### config.mk
export PLATFORM = sky130hd
export DESIGN_NAME = hram_cfgreg_wr_seq_flat
export DESIGN_NICKNAME = d
export VERILOG_FILES = /design/src/rtl/hram_cfgreg_wr_seq_if.sv /design/src/rtl/hram_cfgreg_wr_seq.sv /design/src/flat_wrapper.sv
export SDC_FILE = /design/constraint.sdc
export NUM_CORES = 1
export LEC_CHECK = 0
export CORE_UTILIZATION = 48
export CTS_BUF_LIST = sky130_fd_sc_hd__clkbuf_8
export CTS_CLUSTER_DIAMETER = 80
export DETAILED_ROUTE_END_ITERATION = 8
export DONT_BUFFER_PORTS = 1
export MAX_ROUTING_LAYER = met4
export PLACE_DENSITY = 0.6
export REMOVE_ABC_BUFFERS = 1
export SLEW_MARGIN = 0
export SYNTH_ARGS = -nofsm -noshare
export SYNTH_HDL_FRONTEND = slang
export SYNTH_SLANG_ARGS = --single-unit
export TNS_END_PERCENT = 20
### constraint.sdc
create_clock -name clk -period 3.7 [get_ports clk]
set_input_delay 0.37 -clock clk [delete_from_list [all_inputs] [get_ports clk]]
set_output_delay 0.37 -clock clk [all_outputs]
set_load 0.03 [all_outputs]
### src/rtl/hram_cfgreg_wr_seq_if.sv
// Dispatcher <-> CR-write sequencer bundle: start/end handshake, CSR write operands, pad drive stream.
// Combinational wiring only; the handshake is a held level request answered by a held completion.
interface hram_cfgreg_wr_seq_if;
    logic        stm_start;
    logic        stm_end;
    logic [9:0]  reg_addr;
    logic [31:0] reg_wdata;
    logic        oe;
    logic        oe_clk;
    logic        csn;
    logic [15:0] datain;
    logic        wr_err;

    modport master (
        output stm_start, reg_addr, reg_wdata,
        input  stm_end, oe, oe_clk, csn, datain, wr_err
    );

    modport slave (
        input  stm_start, reg_addr, reg_wdata,
        output stm_end, oe, oe_clk, csn, datain, wr_err
    );
endinterface

### src/rtl/hram_cfgreg_wr_seq.sv
// HyperRAM CR0/CR1 write sequencer: CSS, 3 CA words, 1 data word, CSH, recovery; registered outputs.
// 12 cycles accept-to-stm_end with defaults; dropping stm_start aborts to recovery, stm_end held until start falls.
module hram_cfgreg_wr_seq #(
    parameter int unsigned CSS_CYC = 1,
    parameter int unsigned CSH_CYC = 1,
    parameter int unsigned RWR_CYC = 6
) (
    input  logic                 clk,
    input  logic                 rst,
    hram_cfgreg_wr_seq_if.slave  bus
);

    typedef enum logic [3:0] {
        IDLE, CSS, CA0, CA1, CA2, DATA, CSH, RWR, DONE
    } state_t;

    state_t      state_q, state_d;
    logic [3:0]  cnt_q, cnt_d;
    logic        sel_q, sel_d;
    logic [15:0] wdat_q, wdat_d;
    logic        abort_q, abort_d;
    logic        wr_err_q, wr_err_d;
    logic        csn_q, csn_d;
    logic        oe_q, oe_d;
    logic        stm_end_q, stm_end_d;
    logic [15:0] datain_q, datain_d;
    logic        addr_ok;

    // Only the low data half reaches the register; the upper half is ignored.
    logic        unused_wdata_hi;
    assign unused_wdata_hi = ^bus.reg_wdata[31:16];

    assign addr_ok = (bus.reg_addr == 10'h008) || (bus.reg_addr == 10'h00c);

    always_comb begin
        state_d   = state_q;
        cnt_d     = cnt_q;
        sel_d     = sel_q;
        wdat_d    = wdat_q;
        abort_d   = abort_q;
        wr_err_d  = wr_err_q;
        case (state_q)
            IDLE: begin
                if (bus.stm_start) begin
                    if (addr_ok) begin
                        sel_d    = bus.reg_addr[2];
                        wdat_d   = bus.reg_wdata[15:0];
                        wr_err_d = 1'b0;
                        abort_d  = 1'b0;
                        cnt_d    = 4'(CSS_CYC - 1);
                        state_d  = CSS;
                    end else begin
                        wr_err_d = 1'b1;
                        state_d  = DONE;
                    end
                end
            end
            CSS, CA0, CA1, CA2, DATA, CSH: begin
                if (!bus.stm_start) begin
                    abort_d = 1'b1;
                    cnt_d   = 4'(RWR_CYC - 1);
                    state_d = RWR;
                end else begin
                    case (state_q)
                        CSS: begin
                            if (cnt_q == 4'd0) state_d = CA0;
                            else               cnt_d   = cnt_q - 4'd1;
                        end
                        CA0:  state_d = CA1;
                        CA1:  state_d = CA2;
                        CA2:  state_d = DATA;
                        DATA: begin
                            cnt_d   = 4'(CSH_CYC - 1);
                            state_d = CSH;
                        end
                        default: begin
                            if (cnt_q == 4'd0) begin
                                cnt_d   = 4'(RWR_CYC - 1);
                                state_d = RWR;
                            end else begin
                                cnt_d   = cnt_q - 4'd1;
                            end
                        end
                    endcase
                end
            end
            RWR: begin
                // Recovery always runs to the end; a dropped request only redirects the exit.
                if (!bus.stm_start) abort_d = 1'b1;
                if (cnt_q == 4'd0) begin
                    state_d = (abort_q || !bus.stm_start) ? IDLE : DONE;
                end else begin
                    cnt_d = cnt_q - 4'd1;
                end
            end
            DONE: begin
                if (!bus.stm_start) state_d = IDLE;
            end
            default: state_d = IDLE;
        endcase
    end

    // Outputs are decoded from the next state so they change on the same edge as the FSM.
    always_comb begin
        csn_d     = 1'b1;
        oe_d      = 1'b0;
        stm_end_d = 1'b0;
        datain_d  = 16'h0000;
        case (state_d)
            CSS, CSH: csn_d = 1'b0;
            CA0: begin csn_d = 1'b0; oe_d = 1'b1; datain_d = 16'h6000;          end
            CA1: begin csn_d = 1'b0; oe_d = 1'b1; datain_d = 16'h0100;          end
            CA2: begin csn_d = 1'b0; oe_d = 1'b1; datain_d = {15'h0000, sel_d}; end
            DATA: begin csn_d = 1'b0; oe_d = 1'b1; datain_d = wdat_d;           end
            DONE: stm_end_d = 1'b1;
            default: ;
        endcase
    end

    always_ff @(posedge clk or negedge rst) begin
        if (!rst) begin
            state_q   <= IDLE;
            cnt_q     <= 4'd0;
            sel_q     <= 1'b0;
            wdat_q    <= 16'h0000;
            abort_q   <= 1'b0;
            wr_err_q  <= 1'b0;
            csn_q     <= 1'b1;
            oe_q      <= 1'b0;
            stm_end_q <= 1'b0;
            datain_q  <= 16'h0000;
        end else begin
            state_q   <= state_d;
            cnt_q     <= cnt_d;
            sel_q     <= sel_d;
            wdat_q    <= wdat_d;
            abort_q   <= abort_d;
            wr_err_q  <= wr_err_d;
            csn_q     <= csn_d;
            oe_q      <= oe_d;
            stm_end_q <= stm_end_d;
            datain_q  <= datain_d;
        end
    end

    assign bus.csn     = csn_q;
    assign bus.oe      = oe_q;
    assign bus.oe_clk  = oe_q;
    assign bus.datain  = datain_q;
    assign bus.stm_end = stm_end_q;
    assign bus.wr_err  = wr_err_q;

endmodule
### src/flat_wrapper.sv
// flat-port wrapper written by rule: the top's interface ports become plain ports
module hram_cfgreg_wr_seq_flat 
#(
    parameter int unsigned CSS_CYC = 1,
    parameter int unsigned CSH_CYC = 1,
    parameter int unsigned RWR_CYC = 6
)
  (clk, rst, bus_stm_start, bus_reg_addr, bus_reg_wdata, bus_stm_end, bus_oe, bus_oe_clk, bus_csn, bus_datain, bus_wr_err);
  hram_cfgreg_wr_seq_if bus_i ();
  input  logic clk;
  input  logic rst;
  input wire logic [$bits(bus_i.stm_start)-1:0] bus_stm_start;
  input wire logic [$bits(bus_i.reg_addr)-1:0] bus_reg_addr;
  input wire logic [$bits(bus_i.reg_wdata)-1:0] bus_reg_wdata;
  output wire logic [$bits(bus_i.stm_end)-1:0] bus_stm_end;
  output wire logic [$bits(bus_i.oe)-1:0] bus_oe;
  output wire logic [$bits(bus_i.oe_clk)-1:0] bus_oe_clk;
  output wire logic [$bits(bus_i.csn)-1:0] bus_csn;
  output wire logic [$bits(bus_i.datain)-1:0] bus_datain;
  output wire logic [$bits(bus_i.wr_err)-1:0] bus_wr_err;
  assign bus_i.stm_start = bus_stm_start;
  assign bus_i.reg_addr = bus_reg_addr;
  assign bus_i.reg_wdata = bus_reg_wdata;
  assign bus_stm_end = bus_i.stm_end;
  assign bus_oe = bus_i.oe;
  assign bus_oe_clk = bus_i.oe_clk;
  assign bus_csn = bus_i.csn;
  assign bus_datain = bus_i.datain;
  assign bus_wr_err = bus_i.wr_err;
  hram_cfgreg_wr_seq #(.CSS_CYC(CSS_CYC), .CSH_CYC(CSH_CYC), .RWR_CYC(RWR_CYC)) u_core (.clk(clk), .rst(rst), .bus(bus_i));
endmodule
==> results of run 1 <==
==> area by class of cell <==
class | instances | area (sq um) | area share, %
flip-flops and latches | 46 | 1150 | 48.4
well taps | 52 | 65.1 | 2.73
clock buffers | 5 | 68.8 | 2.89
inverters | 10 | 40.0 | 1.68
clock inverters | 3 | 23.8 | 0.998
repair buffers | 2 | 37.5 | 1.58
multi-input cells | 158 | 993 | 41.7
==> where the power goes <==
group | leakage, nW | switching, mW | internal, mW
Clock | 0.0408 | 0.169 | 0.135
Sequential | 0.614 | 0.135 | 0.561
Combinational | 0.469 | 0.275 | 0.211
Total | 1.12 | 0.579 | 0.907
==> flip-flops by register name (all words and copies together) (netlist names) <==
signal and count:
u_core.bus.oe 1, u_core.sel_q 1, u_core.abort_q 1, u_core.state_q 4, u_core.bus.csn 1, u_core.cnt_q 4
u_core.bus.datain 16, u_core.bus.wr_err 1, u_core.wdat_q 16, u_core.bus.stm_end 1
==> kinds of logic after synthesis <==
| logic type | count (synthesis) |
|---|---|
| AND/OR/NAND/NOR | 97 |
| buffers and inverters | 22 |
| flip-flops | 46 |
| AO/OA/AOI/OAI | 57 |
| adder cells (fa/ha/maj) | 2 |
| multiplexers | 2 |
==> final timing paths <==
path	endpoint	slack, ns
min	u_core.sel_q	0.20
max reg2reg	u_core.bus.datain[14]	1.19
min reg2reg	u_core.wdat_q[12]	0.47
min in group asynchronous	u_core.bus.datain[8]	0.58
max	u_core.bus.datain[14]	1.19
max in group asynchronous	u_core.bus.csn	2.86
==> critical path, cell delays in order, from the launching register on <==
cell and delay, ns:
dfrtp_1 0.42, inv_1 0.07, ha_1 0.21, nor3b_4 0.40, inv_4 0.12, nand2_1 0.11, o21ai_0 0.11, o21ai_2 0.73
o22ai_1 0.19
==> cells in the mapped netlist (2+ instances only) <==
master / instances
a21o_1: 2
nor3b_2: 2
a21boi_0: 2
a221o_1: 2
and3_1: 2
nor4_2: 3
or4_1: 2
o22ai_1: 3
or2_2: 4
ha_1: 2
o21ai_1: 2
and2_1: 3
nor3_1: 3
mux2i_1: 2
buf_4: 3
clkbuf_1: 3
a2111oi_0: 2
buf_2: 4
nor2b_1: 3
o21ai_0: 9
nor2_1: 6
a21oi_1: 11
a21oi_2: 10
nand2_1: 54
inv_1: 9
dfrtp_1: 45
==> layer usage <==
metal	track usage, %	wire, microns	vias up
li1	-	-	778
met1	24.5	1930	775
met2	31.2	2180	44
met3	5.27	221	8
met4	5.78	50	0
met5	-	0	-
==> per-stage QoR <==
stage               cell area (sq um)  utilization [%]
finish                           2380             53.6
detailed placement               2250             50.6
CTS                              2380             53.6
global route                     2380             53.6
floorplan                        2190                -
global placement                 2250             50.6
==> layout by cell type (no fill, tap or decap), drive strengths merged, types with 2 or more instances in the layout <==
master and count:
a2111oi 2, a21boi 2, a21o 2, a21oi 21, a221o 2, and2 3, and3 2, clkbuf 5
clkinvlp 2, dfrtp 45, ha 2, inv 11, mux2i 2, nand2 54, nand4 2, nor2 6
nor2b 3, nor3 4, nor3b 4, nor4 3, o21ai 12, o22ai 3, o31ai 2, or2 5
or4 2
==> flow_summary.json, run 1 <==
{
  "status": "complete, but fails checks",
  "failed_checks": "design-rule violations",
  "power_density_nw_per_um2": 624,
  "finalHoldViolCount": 0,
  "grt_setup_unrepaired": "no",
  "critPathLaunchType": "flop",
  "synth.avg_cell_area_sq_um": 9.99,
  "numClockSinks": 46,
  "grt-ovfl-total": 0,
  "clkTransAtPathRegs_ns": 0.09,
  "placed_cells": 266,
  "synthMuxAreaShare_pct": 0.886,
  "finClkSkew_ns": 0.00609,
  "critical_path.startpoint": "u_core.cnt_q[0]",
  "cts_buffers": 5,
  "drt-wirelength-per-cell_microns": 15.9,
  "drt_iter0_markers": 99,
  "start_util_pct": 50.8,
  "dp_hpwl_microns": 3110,
  "ir_drop_v": 0.000251,
  "synthToLayoutAreaGrowth_pct": 5.43,
  "die_width_microns": 70.6,
  "worstHoldStart": "bus_reg_addr[2]",
  "synth_area_sq_um": 2260,
  "num-fill-cells": 416,
  "nets": 270,
  "synth-compound-area-share_pct": 18.9,
  "cts_tree": "done",
  "synth-seq-area-share_pct": 51.0,
  "maxCapViolations": 0,
  "htreeDepth": 2,
  "io_buffers": 0,
  "vias": 1605,
  "antenna_found_initial": 0,
  "die_h_microns": 70.6,
  "yosys.area_share.simple_pct": 23.0,
  "dieArea_sq_um": 4980,
  "reg2reg_depth": 8,
  "synth-seq-cells": 46,
  "setup_ws_ns": 1.19,
  "grt_pass1_vias": 1570,
  "max_freq_mhz": 398,
  "crit_type": "reg -> reg",
  "synth_edf_count": 0,
  "endpoint_kind": "flop",
  "worst-endpoint-arrival_ns": 2.64,
  "antennaDiodeCount": 0,
  "dr.pass1.iters": 6,
  "yosys.area_share.adder_pct": 1.11,
  "ctsHoldBuffers": 2,
  "cts.path.max_buffers": 2,
  "crit_required_ns": 3.83,
  "synth_flop_cell": "dfrtp_1",
  "synth_area_leaders": "dfrtp_1 (50%), nand2_1 (9.0%), a21oi_2 (3.9%)",
  "synth_warnings": 0,
  "layout.cells.non_filler": 276,
  "p_leak_nw": 1.12,
  "drive_above_1_share_pct": 17.0,
  "grt_pass1_wl_microns": 7270,
  "rows": 24,
  "io_pins": 66,
  "synth_cell_types": 59,
  "grtUsageTotal_pct": 19.5,
  "setup_viol_count_final": 0,
  "coreArea_sq_um": 4440,
  "viasPerCell": 5.82,
  "tightestPinTransition_ns": 0.916,
  "synth_xor_area_share_pct": 0,
  "relSlewSlack_pct": 38.9,
  "period_share_pct": 67.9,
  "drt_wl_total_microns": 4390,
  "fin_crit_ns": 2.51,
  "drcViolationCount": 9,
  "power_mw": 1.49,
  "synth_top_family_by_area": "simple AND/OR/NAND/NOR gates",
  "hold_depth": 2,
  "cts-root-buf": "clkbuf_8",
  "grt_max_degree": 47,
  "ant_nets": 0,
  "hold_class": "in -> reg",
  "hold_ws_ns": 0.195,
  "path_max_fanout": 14,
  "timing.rr.start": "u_core.cnt_q[0]",
  "synth.largest_area_cell": "dfrtp_1",
  "post-cts-setup-buffers": 0,
  "netlist_instances": 226,
  "synth_top_area_share_pct": 49.9,
  "clk_latency_ns": 0.29,
  "final_max_slew_viol_count": 0,
  "dpl_worst_slack_ns": 1.18,
  "cts_resized": 0,
  "globalplace.congestion": 0.886,
  "async_reset_ff_share_pct": 100,
  "setup_tns_ns": 0
}
Note: power is estimated with default switching activity, not from simulation.
==> inputs of run 2 (changes only) <==
--- a/config.mk
+++ b/config.mk
@@ -11,7 +11,7 @@
 export DETAILED_ROUTE_END_ITERATION = 8
 export DONT_BUFFER_PORTS = 1
 export MAX_ROUTING_LAYER = met4
-export PLACE_DENSITY = 0.6
+export PLACE_DENSITY = 0.62
 export REMOVE_ABC_BUFFERS = 1
 export SLEW_MARGIN = 0
 export SYNTH_ARGS = -nofsm -noshare
==> constraint.sdc (replaced) <==
create_clock -name clk -period 2.3 [get_ports clk]
set_input_delay 0.23 -clock clk [delete_from_list [all_inputs] [get_ports clk]]
set_output_delay 0.23 -clock clk [all_outputs]
set_load 0.03 [all_outputs]
==> run 2 against run 1 <==
Net effect: the run still ends with design-rule violations left; register-to-register slack got worse by 1.1 ns; hold slack got worse by 0.15 ns; clock-buffer cell count unchanged; first-iteration DRC count decreased by 32%; core utilization increased by 2.4 points; critical path depth increased by 1; power increased by 71%; fmax increased by 16%; clock power increased by 72%; non-clock buffer count increased by 11; via count increased by 4.0%; largest power group unchanged.
==> flow_summary.json, run 2 (synthesis results as in run 1) <==
{
  "status": "complete, but fails checks",
  "failed_checks": "design-rule violations",
  "ant_nets": 0,
  "dp_hpwl_microns": 3280,
  "reg2reg_depth": 9,
  "antenna_found_initial": 0,
  "relSlewSlack_pct": 64.6,
  "crit_required_ns": 2.49,
  "grtUsageTotal_pct": 19.8,
  "cts.path.max_buffers": 2,
  "endpoint_kind": "flop",
  "grt-ovfl-total": 0,
  "grt_max_degree": 47,
  "clkTransAtPathRegs_ns": 0.10,
  "p_leak_nw": 1.20,
  "io_pins": 66,
  "rows": 24,
  "synthToLayoutAreaGrowth_pct": 10.2,
  "power_density_nw_per_um2": 1020,
  "period_share_pct": 94.3,
  "max_freq_mhz": 461,
  "die_width_microns": 70.6,
  "tightestPinTransition_ns": 0.532,
  "final_max_slew_viol_count": 0,
  "vias": 1670,
  "path_max_fanout": 7,
  "critPathLaunchType": "flop",
  "critPathMaxStageDelay_ns": 0.42,
  "drt_wl_total_microns": 4620,
  "clk_latency_ns": 0.30,
  "numClockSinks": 46,
  "layout_commonest_cell": "nand2_1",
  "dr.pass1.iters": 6,
  "die_h_microns": 70.6,
  "final_cell_area_sq_um": 2490,
  "ir_drop_v": 0.000453,
  "cts-root-buf": "clkbuf_8",
  "drive_above_1_share_pct": 21.7,
  "dieArea_sq_um": 4980,
  "slowest_stage": "dfrtp_1",
  "nets": 281,
  "drcViolationCount": 5,
  "globalplace.congestion": 0.860,
  "setup_tns_ns": 0,
  "dpl_cell_area_sq_um": 2310,
  "coreArea_sq_um": 4440,
  "htreeDepth": 2,
  "finClkSkew_ns": 0.00777,
  "grt_pass1_wl_microns": 7330,
  "io_buffers": 0,
  "r2r_slack_ns": 0.13,
  "worst-endpoint-arrival_ns": 2.35,
  "hold_depth": 1,
  "setup_viol_count_final": 0,
  "viasPerCell": 5.82,
  "path_cells": "inv_1 > ha_2 > nor3b_4 > inv_4 > buf_4 > a31oi_4 > a221oi_2 > or2_1 > o211a_1",
  "start_util_pct": 50.8,
  "crit_type": "reg -> reg",
  "cts_buffers": 5,
  "antennaDiodeCount": 0,
  "drt_iter0_markers": 67,
  "power_mw": 2.54,
  "finalHoldViolCount": 0,
  "grt_pass1_vias": 1585,
  "maxCapViolations": 0,
  "cts_tree": "done",
  "drt-wirelength-per-cell_microns": 16.1,
  "hold_class": "in -> reg",
  "fin_crit_ns": 2.17,
  "final_cell_mix": "nand2_1 (54), dfrtp_1 (45), a21oi_1 (11), a21oi_2 (10), buf_4 (10)"
}
[run 2: routing by layer]
layer / part of all wire [%] / GRT usage [%]
met1: 44 / 24.0
met2: 51 / 33.7
met3: 4.8 / 3.99
met4: 0.84 / 6.00
met5: 0 / -
[run 2: cell type report]
type,instances,area [sq um]
Fill cell,390,1960
Timing Repair Buffer,13,133
Sequential cell,46,1150
Inverter,10,40.0
Multi-Input combinational cell,158,1000
Tap cell,52,65.1
Clock inverter,3,28.8
Clock buffer,5,68.8
[run 2: power by group]
part | internal, mW | switching [mW] | leakage [nW] | total (mW)
combinational | 0.425 | 0.486 | 0.531 | 0.912
clock | 0.227 | 0.295 | 0.0506 | 0.523
sequential | 0.903 | 0.206 | 0.614 | 1.11
total | 1.56 | 0.988 | 1.20 | 2.54
[run 2: stage by stage]
stage	std cells	hold WS (ns)	worst slack [ns]	utilization, %
finish	287	0.0403	0.132	56.0
global placement	272	-0.0645	0.0973	51.9
CTS	282	0.0307	0.0296	55.0
global route	287	0.0449	-0.0203	56.0
detailed placement	272	-0.0644	0.0548	51.9
floorplan	214	-0.0656	0.199	-
[run 2: what timing repair did]
item	in CTS	in global routing
hold buffers	2	0
endpoints found under the hold margin	46	0
buffers inserted	0	5
resized for setup	0	2
setup endpoints to repair	0	4
[run 2: path summary, 6_finish.rpt]
kind                             startpoint                   end
setup / recovery            u_core.cnt_q[0]  u_core.bus.datain[0]
setup reg to reg            u_core.cnt_q[0]  u_core.bus.datain[0]
hold reg to reg            u_core.wdat_q[3]      u_core.wdat_q[3]
hold / removal                bus_stm_start        u_core.abort_q
max in group asynchronous               rst        u_core.bus.csn
min in group asynchronous               rst       u_core.cnt_q[1]
[run 2: critical path: cells and delay by family (launching register included)]
kind | cells | cell delay (ns)
AND/OR/NAND/NOR | 2 | 0.59
buffers and inverters | 3 | 0.30
adder cells (fa/ha/maj) | 1 | 0.21
AO/OA/AOI/OAI | 3 | 0.52
flip-flops | 1 | 0.42
==> inputs of run 3 (changes only) <==
--- a/config.mk
+++ b/config.mk
@@ -5,6 +5,7 @@
 export SDC_FILE = /design/constraint.sdc
 export NUM_CORES = 1
 export LEC_CHECK = 0
+export CORE_MARGIN = 3
 export CORE_UTILIZATION = 48
 export CTS_BUF_LIST = sky130_fd_sc_hd__clkbuf_8
 export CTS_CLUSTER_DIAMETER = 80
==> run 3 against run 2 <==
Net effect: the flow now finishes without violations; core utilization is 0.70 points lower; cell count is 0.70% lower; clock power is 9.4% lower; clock skew is 0.0013 ns lower; hold slack better by 0.010 ns; flip-flop and latch count stayed put; power is 3.3% lower; first-iteration DRC count is 45% higher; setup slack better by 0.0088 ns; sequential power hardly changed; largest cell class unchanged; highest routed layer unchanged.
==> flow_summary.json, run 3 (synthesis results as in run 1) <==
{
  "internal_power_mw": 1.52,
  "die_width_microns": 74.6,
  "io_pins": 66,
  "start_util_pct": 50.8,
  "synthToLayoutAreaGrowth_pct": 8.81,
  "finalHoldViolCount": 0,
  "critPathLaunchType": "flop",
  "p_leak_nw": 1.18,
  "cts_buffers": 5,
  "drt_wl_total_microns": 4610,
  "cts-root-buf": "clkbuf_8",
  "grt_pass1_wl_microns": 7410,
  "dp_hpwl_microns": 3370,
  "p_clk_share_pct": 19.3,
  "htreeDepth": 2,
  "ant_nets": 0,
  "cts.path.max_buffers": 2,
  "worst-endpoint-arrival_ns": 2.39,
  "worstHoldStart": "bus_reg_addr[2]",
  "grt_setup_unrepaired": "no",
  "swShare_pct": 38.3,
  "grt_max_degree": 47,
  "grt-ovfl-total": 0,
  "viasPerCell": 5.73,
  "tightestPinTransition_ns": 0.526,
  "dr.pass1.iters": 4,
  "slowest_stage": "dfrtp_1",
  "maxCapViolations": 0,
  "critPathBufInv": 2,
  "numClockSinks": 46,
  "status": "complete, no violations",
  "die_h_microns": 74.6,
  "cts_tree": "done",
  "hold_depth": 2,
  "final_max_slew_viol_count": 0,
  "vias": 1633,
  "num-fill-cells": 389,
  "final_cell_area_sq_um": 2460,
  "timing.rr.start": "u_core.cnt_q[1]",
  "ir_drop_v": 0.000403,
  "grt_pass1_vias": 1589,
  "crit_required_ns": 2.53,
  "dpl_cell_area_sq_um": 2320,
  "path_delay_family": "compound AO/OA/AOI/OAI gates",
  "antennaDiodeCount": 0,
  "pwr-share-seq_pct": 44.7,
  "coreArea_sq_um": 4440,
  "path_max_fanout": 4,
  "endpoint_kind": "flop",
  "clk_latency_ns": 0.30,
  "power_mw": 2.46,
  "r2r_slack_ns": 0.14,
  "reg2reg_depth": 10,
  "globalplace.congestion": 0.861,
  "period_share_pct": 93.9,
  "p_comb_share_pct": 36.0,
  "relSlewSlack_pct": 65.0,
  "finClkSkew_ns": 0.00646,
  "hold_ws_ns": 0.0504,
  "clkTransAtPathRegs_ns": 0.08,
  "hold_class": "in -> reg",
  "power_density_nw_per_um2": 1000,
  "drcViolationCount": 0,
  "antenna_found_initial": 0,
  "io_buffers": 0,
  "critical_path.startpoint": "u_core.cnt_q[1]",
  "setup_viol_count_final": 0,
  "critPathMaxStageDelay_ns": 0.41,
  "max_freq_mhz": 463,
  "drt-wirelength-per-cell_microns": 16.2,
  "drive_above_1_share_pct": 20.2,
  "final_cell_mix": "nand2_1 (54), dfrtp_1 (45), a21oi_1 (11), inv_1 (10), a21oi_2 (10)",
  "fin_crit_ns": 2.16,
  "layout_commonest_cell": "nand2_1",
  "grtUsageTotal_pct": 18.1,
  "drt_iter0_markers": 97,
  "hold_path_end": "u_core.sel_q",
  "crit_type": "reg -> reg",
  "nets": 279,
  "regToRegEndpoint": "u_core.cnt_q[0]",
  "setup_tns_ns": 0,
  "rows": 24,
  "p_sw_uw": 942,
  "dieArea_sq_um": 5560,
  "path_cells": "inv_1 > ha_2 > nor3b_4 > inv_4 > ha_1 > nand2_1 > nor3b_1 > a21oi_1 > a2111o_1 > o21ai_1"
}
run 3: cell count changes in the layout (fill, tap and decap cells not counted):
cell,change
nor3b_2,-1
inv_1,+1
buf_4,-2
nor3b_1,+1
clkinv_2,+1
inv_6,-1
inv_8,-1
run 3: through the flow:
step                      util (%)  std cells  worst slack, ns
after floorplan                  -        214            0.199
after global placement        52.3        274            0.123
after detailed placement      52.3        274           0.0179
after CTS                     55.2        285            0.125
after global routing          55.3        285          0.00353
final                         55.3        285            0.141
run 3: worst max-delay path by stage:
stage / to / cells after the start
floorplan: u_core.cnt_q[0] / 10
global placement: u_core.cnt_q[0] / 10
detailed placement: u_core.cnt_q[0] / 10
CTS: u_core.cnt_q[0] / 10
global route: u_core.cnt_q[0] / 10
finish: u_core.cnt_q[0] / 10
run 3: repair_timing:
item | in CTS | in global routing
buffers inserted | 1 | 0
setup endpoints to repair | 1 | 1
gates resized for setup | 0 | 1
hold buffers | 2 | 0
endpoints found under the hold margin | 46 | 0
pin swaps | 0 | 0
run 3: final cells by class:
type                       count  area [sq um]  area share [%]
sequential                    46          1150            46.9
timing repair buffer          11           118            4.79
multi-input combinational    158           996            40.5
clock inverter                 3          17.5           0.713
clock buffer                   5          68.8            2.80
tap                           52          65.1            2.65
inverter                      10          40.0            1.63
run 3: power groups by stage:
| stage | combinational (mW) | clock, mW | sequential (mW) |
|---|---|---|---|
| final | 0.886 | 0.474 | 1.10 |
| after global routing | 0.994 | 0.526 | 1.12 |
| after detailed placement | 0.848 | 0 | 1.11 |
| after floorplan | 0.627 | 0 | 1.09 |
| after global placement | 0.816 | 0 | 1.11 |
| after CTS | 0.886 | 0.491 | 1.10 |
run 3: metal layers:
metal	up-vias	global-route usage, %	routed length, microns
li1	801	-	-
met1	779	21.5	2050
met2	48	29.7	2270
met3	5	4.19	231
met4	0	7.11	61
met5	-	-	0
